File: config.mk
export PLATFORM = sky130hd
export DESIGN_NAME = fib_scheduler
export DESIGN_NICKNAME = d
export VERILOG_FILES = /design/src/rtl/fib_sched_pkg.sv /design/src/rtl/fib_sched_timer.sv /design/src/rtl/fib_scheduler.sv
export SDC_FILE = /design/constraint.sdc
export NUM_CORES = 1
export LEC_CHECK = 0
export CORE_AREA = 5 5 165 167
export CTS_BUF_LIST = sky130_fd_sc_hd__clkbuf_2 sky130_fd_sc_hd__clkbuf_4 sky130_fd_sc_hd__clkbuf_8
export CTS_CLUSTER_SIZE = 12
export DETAILED_ROUTE_END_ITERATION = 12
export DIE_AREA = 0 0 170 172
export PLACE_DENSITY = 0.69
export RECOVER_POWER = 100
export SYNTH_ARGS = -nofsm -noshare
export SYNTH_HDL_FRONTEND = slang
export SYNTH_SLANG_ARGS = --single-unit
File: constraint.sdc
create_clock -name clk -period 2.95 [get_ports clk]
set_clock_uncertainty 0.15 [all_clocks]
set_input_delay 0.4425 -clock clk [delete_from_list [all_inputs] [get_ports clk]]
set_output_delay 0.4425 -clock clk [all_outputs]
set_load 0.1 [all_outputs]
File: src/rtl/fib_sched_pkg.sv
// rtl/fib_sched_pkg.sv - shared types and defaults for the FIB lookup scheduler
package fib_sched_pkg;

    localparam int DEF_PREFIX_W = 64;
    localparam int DEF_LEN_W    = 6;
    localparam int DEF_TIMEOUT  = 32;

    typedef enum logic [2:0] {
        ST_IDLE,
        ST_OUT_ISSUE,
        ST_OUT_WAIT,
        ST_IN_ISSUE,
        ST_IN_WAIT,
        ST_GAP
    } state_t;

    typedef enum logic [1:0] {
        STATUS_OK      = 2'd0,
        STATUS_REJECT  = 2'd1,
        STATUS_TIMEOUT = 2'd2
    } status_t;

    typedef enum logic {
        SIDE_PIT  = 1'b0,
        SIDE_DATA = 1'b1
    } side_t;

    // Round-robin pick: a lone requester wins, a tie goes to whoever did not win last.
    function automatic side_t pick_side(input logic pit, input logic data, input side_t last);
        side_t side;
        if (pit && data) begin
            if (last == SIDE_PIT) begin
                side = SIDE_DATA;
            end else begin
                side = SIDE_PIT;
            end
        end else if (pit) begin
            side = SIDE_PIT;
        end else begin
            side = SIDE_DATA;
        end
        return side;
    endfunction

endpackage

File: src/rtl/fib_sched_timer.sv
// rtl/fib_sched_timer.sv - clearable saturating cycle counter with expiry flag
module fib_sched_timer #(
    parameter int TIMEOUT = 32
) (
    input  logic clk,
    input  logic rst,
    input  logic clear,
    output logic expired
);

    localparam int CW = $clog2(TIMEOUT + 1);

    logic [CW-1:0] count;

    // Count up from a clear, parking at TIMEOUT so an idle scheduler never wraps.
    always_ff @(posedge clk or negedge rst) begin
        if (!rst) begin
            count <= '0;
        end else if (clear) begin
            count <= '0;
        end else if (count != CW'(TIMEOUT)) begin
            count <= count + CW'(1);
        end
    end

    assign expired = (count == CW'(TIMEOUT));

endmodule

File: src/rtl/fib_scheduler.sv
// rtl/fib_scheduler.sv - arbitrates PIT and data requesters onto the shared FIB datapath
module fib_scheduler
    import fib_sched_pkg::*;
#(
    parameter int PREFIX_W = DEF_PREFIX_W,
    parameter int LEN_W    = DEF_LEN_W,
    parameter int TIMEOUT  = DEF_TIMEOUT
) (
    input  logic                clk,
    input  logic                rst,
    input  logic                pit_req,
    input  logic [PREFIX_W-1:0] pit_req_prefix,
    input  logic [LEN_W-1:0]    pit_req_len,
    output logic                pit_ack,
    input  logic                data_req,
    input  logic [PREFIX_W-1:0] data_req_prefix,
    input  logic [LEN_W-1:0]    data_req_len,
    output logic                data_ack,
    output logic [PREFIX_W-1:0] pit_in_prefix,
    output logic [LEN_W-1:0]    pit_in_len,
    output logic                fib_out_bit,
    output logic [PREFIX_W-1:0] data_in_prefix,
    output logic [LEN_W-1:0]    data_in_len,
    output logic                data_ready,
    input  logic                prefix_ready,
    input  logic [PREFIX_W-1:0] longest_matching_prefix,
    input  logic [LEN_W-1:0]    longest_matching_prefix_len,
    input  logic                pit_accept,
    input  logic                pit_rejected,
    output logic                pit_done,
    output logic                data_done,
    output logic [1:0]          done_status,
    output logic [PREFIX_W-1:0] result_prefix,
    output logic [LEN_W-1:0]    result_len
);

    state_t              state, state_n;
    side_t               grant_side, grant_side_n;
    side_t               last_grant, last_grant_n;
    logic                pit_ack_n, data_ack_n, pit_done_n, data_done_n;
    logic                fib_out_bit_n, data_ready_n;
    logic [PREFIX_W-1:0] pit_in_prefix_n, data_in_prefix_n, result_prefix_n;
    logic [LEN_W-1:0]    pit_in_len_n, data_in_len_n, result_len_n;
    logic [1:0]          done_status_n;
    logic                timer_clear;
    logic                expired;

    fib_sched_timer #(.TIMEOUT(TIMEOUT)) u_timer (
        .clk     (clk),
        .rst     (rst),
        .clear   (timer_clear),
        .expired (expired)
    );

    // Next state and next value of every registered output; FIB-facing payload
    // registers double as the captured request and are zeroed on completion.
    always_comb begin
        state_n          = state;
        grant_side_n     = grant_side;
        last_grant_n     = last_grant;
        pit_ack_n        = 1'b0;
        data_ack_n       = 1'b0;
        pit_done_n       = 1'b0;
        data_done_n      = 1'b0;
        fib_out_bit_n    = 1'b0;
        data_ready_n     = data_ready;
        pit_in_prefix_n  = pit_in_prefix;
        pit_in_len_n     = pit_in_len;
        data_in_prefix_n = data_in_prefix;
        data_in_len_n    = data_in_len;
        done_status_n    = done_status;
        result_prefix_n  = result_prefix;
        result_len_n     = result_len;
        timer_clear      = 1'b0;

        case (state)
            ST_IDLE: begin
                if (pit_req || data_req) begin
                    grant_side_n = pick_side(pit_req, data_req, last_grant);
                    if (grant_side_n == SIDE_PIT) begin
                        pit_ack_n = 1'b1;
                        if (pit_req_len == '0) begin
                            pit_done_n    = 1'b1;
                            done_status_n = STATUS_REJECT;
                            state_n       = ST_GAP;
                        end else begin
                            pit_in_prefix_n = pit_req_prefix;
                            pit_in_len_n    = pit_req_len;
                            fib_out_bit_n   = 1'b1;
                            timer_clear     = 1'b1;
                            state_n         = ST_OUT_ISSUE;
                        end
                    end else begin
                        data_ack_n = 1'b1;
                        if (data_req_len == '0) begin
                            data_done_n   = 1'b1;
                            done_status_n = STATUS_REJECT;
                            state_n       = ST_GAP;
                        end else begin
                            data_in_prefix_n = data_req_prefix;
                            data_in_len_n    = data_req_len;
                            data_ready_n     = 1'b1;
                            timer_clear      = 1'b1;
                            state_n          = ST_IN_ISSUE;
                        end
                    end
                end
            end
            ST_OUT_ISSUE: begin
                state_n = ST_OUT_WAIT;
            end
            ST_OUT_WAIT: begin
                if (prefix_ready || expired) begin
                    pit_done_n      = 1'b1;
                    pit_in_prefix_n = '0;
                    pit_in_len_n    = '0;
                    state_n         = ST_GAP;
                    if (prefix_ready) begin
                        done_status_n   = STATUS_OK;
                        result_prefix_n = longest_matching_prefix;
                        result_len_n    = longest_matching_prefix_len;
                    end else begin
                        done_status_n = STATUS_TIMEOUT;
                    end
                end
            end
            ST_IN_ISSUE: begin
                state_n = ST_IN_WAIT;
            end
            ST_IN_WAIT: begin
                if (pit_rejected || pit_accept || expired) begin
                    data_done_n      = 1'b1;
                    data_ready_n     = 1'b0;
                    data_in_prefix_n = '0;
                    data_in_len_n    = '0;
                    state_n          = ST_GAP;
                    if (pit_rejected) begin
                        done_status_n = STATUS_REJECT;
                    end else if (pit_accept) begin
                        done_status_n = STATUS_OK;
                    end else begin
                        done_status_n = STATUS_TIMEOUT;
                    end
                end
            end
            ST_GAP: begin
                last_grant_n = grant_side;
                state_n      = ST_IDLE;
            end
            default: begin
                state_n = ST_IDLE;
            end
        endcase
    end

    // State and output registers; reset drops everything and favours PIT next.
    always_ff @(posedge clk or negedge rst) begin
        if (!rst) begin
            state          <= ST_IDLE;
            grant_side     <= SIDE_DATA;
            last_grant     <= SIDE_DATA;
            pit_ack        <= 1'b0;
            data_ack       <= 1'b0;
            pit_done       <= 1'b0;
            data_done      <= 1'b0;
            fib_out_bit    <= 1'b0;
            data_ready     <= 1'b0;
            pit_in_prefix  <= '0;
            pit_in_len     <= '0;
            data_in_prefix <= '0;
            data_in_len    <= '0;
            done_status    <= '0;
            result_prefix  <= '0;
            result_len     <= '0;
        end else begin
            state          <= state_n;
            grant_side     <= grant_side_n;
            last_grant     <= last_grant_n;
            pit_ack        <= pit_ack_n;
            data_ack       <= data_ack_n;
            pit_done       <= pit_done_n;
            data_done      <= data_done_n;
            fib_out_bit    <= fib_out_bit_n;
            data_ready     <= data_ready_n;
            pit_in_prefix  <= pit_in_prefix_n;
            pit_in_len     <= pit_in_len_n;
            data_in_prefix <= data_in_prefix_n;
            data_in_len    <= data_in_len_n;
            done_status    <= done_status_n;
            result_prefix  <= result_prefix_n;
            result_len     <= result_len_n;
        end
    end

endmodule

==> results of run 1 <==
-- synthesized netlist by cell type (all sizes together) (3+ instances only) --
| master | count |
|---|---|
| a22o | 71 |
| o31ai | 4 |
| xnor2 | 3 |
| dfrtp | 227 |
| nor3 | 3 |
| mux2 | 73 |
| clkbuf | 27 |
| buf | 27 |
| nor2 | 20 |
| and3 | 70 |
| o21ai | 3 |
| nand2 | 11 |
| a31o | 70 |
| nand3 | 5 |
| inv | 6 |
-- critical path, cell delays in order, from the launching register on --
cell and delay (ns):
dfrtp_1 0.37, inv_1 0.08, ha_1 0.19, and4b_1 0.34, o311ai_0 0.56, a22o_2 0.47
buf_12 0.24, a22o_1 0.16
-- worst paths after layout --
kind | endpoint | start | depth (start not counted)
max | data_in_prefix[54] | u_timer.count[0] | 7
max in group asynchronous | result_prefix[59] | rst | 3
min reg2reg | data_ready | data_ready | 1
min | data_ready | data_ready | 1
max reg2reg | data_in_prefix[54] | u_timer.count[0] | 7
min in group asynchronous | pit_in_len[3] | rst | 2
-- metal layers --
metal / share of wire, % / track usage [%]
met5: 0 / 0
met4: 2.5 / 5.83
met3: 9.1 / 6.77
met2: 48 / 32.1
met1: 40 / 23.8
-- timing repair --
action | 4_1_cts | 5_1_grt
setup endpoints to repair | 0 | 0
hold buffers | 1 | 0
endpoints found under the hold margin | 84 | 0
-- through the flow --
stage / util [%] / instances / setup slack (ns)
final: 51.7 / 1456 / 0.316
after global routing: 51.7 / 1456 / 0.193
after CTS: 55.1 / 1456 / 0.345
after detailed placement: 51.6 / 1381 / 0.0724
after global placement: 51.6 / 1381 / 0.114
after floorplan: - / 645 / 0.946
-- cell type report --
| class | instances | share of cell area (%) |
|---|---|---|
| sequential | 229 | 43.3 |
| timing repair buffer | 456 | 24.5 |
| multi-input combinational | 356 | 22.4 |
| clock buffer | 68 | 6.26 |
| tap | 335 | 3.16 |
| clock inverter | 6 | 0.274 |
| inverter | 6 | 0.170 |
-- registers in the layout, indices dropped and copies added, names as in the netlist --
signal	count
grant_side	1
data_ready	1
last_grant	1
done_status	2
u_timer.count	6
fib_out_bit	1
pit_ack	1
data_in_len	6
state	3
pit_in_len	6
data_in_prefix	64
pit_in_prefix	64
result_prefix	64
result_len	6
pit_done	1
data_ack	1
data_done	1
-- kinds of logic (layout without fill, tap and decap cells) --
family / after synthesis / count (layout) / share of synthesized area [%]
XOR/XNOR: 5 / 5 / 0.488
AO/OA/AOI/OAI: 158 / 158 / 15.3
AND/OR/NAND/NOR: 116 / 116 / 7.45
flip-flops: 229 / 229 / 63.9
multiplexers: 75 / 75 / 9.39
adder cells (fa/ha/maj): 2 / 2 / 0.279
buffers and inverters: 60 / 536 / 3.17
==> metrics, run 1 <==
vias 7,228; core area 0.0256 mm^2; wire per inst 20.5 um; Overall Global Routing Usage 19.3%; DRT Pass-1 Iters 4; worst min path class reg -> reg; Die H 172 um; diode count 0; Post-synth EDFFs 0; Iteration-0 DRC Markers 443; final hold vios 0; DP HPWL 21.5 mm; initial antenna violation count 0; CTS buffer count 41; Worst R2R Setup Slack 0.32 ns; Required @ worst endpoint 3.26 ns; final std cell area, no fill 0.0132 mm^2; status finished, final reports clean; largest net degree at the start of global routing 90; FILL cells 2,418; area of the multi-input gates 0.00296 mm^2; Mapped Cells 645; routed wire length 29.9 mm; top cell type's share of synthesized area 63.3%; most common cell after layout, fill and taps aside dfrtp_1; Port Buf Inserts 434; Rel. slew slack 14.1%; FMAX 0.380 GHz; crit end category flip-flop; crit path launch type flip-flop; #FFs+latches synth 229; Hold Slack 0.331 ns; sequential fraction of the synthesis area 63.9%; worst-path fanout max 31; Max Cap Viol 0; Worst-Skew Late Latency 0.52 ns; die area 0.0292 mm^2; Period Utilization, post-route 89.3%; critical path arrival 2.94 ns; TritonCTS clock tree yes; final setup TNS 0 ns; setup violators final 0; unrepaired setup endpoints after global routing no; number of vias per cell 4.96; die width 170 um; synth warn 0; area grow syn2layout 47.7%; dpl cell area 0.0132 mm^2; top post-synthesis cells by area dfrtp_1, a22o_1, mux2_2; vias in the first global route 7,659; type of the worst setup path reg -> reg; # rows 59; GPL Wtd Cong 0.818; # IOs 435; CTS sink count 229; Clk pin slew, worst setup/hold paths 0.06 ns; area leader, netlist dfrtp_1; CTS Buffer Depth 3; first-pass GRT wire length 44.8 mm; most frequent cells in the layout dfrtp_1, clkbuf_1, clkdlybuf4s50_1; residual DRC count 0; # nets final 1,309; Synth async-reset ratio 100%; average size of a mapped cell 13.9 um^2; CTS resizes 0; post-CTS setup buffer count 0; Final Slew Violations 0; Final min period 2.63 ns; CTS Root Buffer Type clkbuf_8; initial core utilization 35.0%; Main synth FF type dfrtp_1; CTS HTree Levels 2; register area 0.00573 mm^2; Syn Nets 864; area of the mapped netlist 0.00897 mm^2; synth unique cells 41; Final ANT Viol Nets 0; actual slew at the worst max-slew pin 1.29 ns; global route total overflow 0; layout cells sized above 1 18.1%
Power of run 1 is left out: the tool's default activity adds up to more than one toggle a clock period on the data nets, which glitch-free logic cannot reach.
==> run 2, diff against run 1 <==
TNS_END_PERCENT = 1   (was unset)
==> results of run 2 <==
Final layout, timing and power as in run 1 (identical DEF).
Power of run 2 is left out for the same reason.
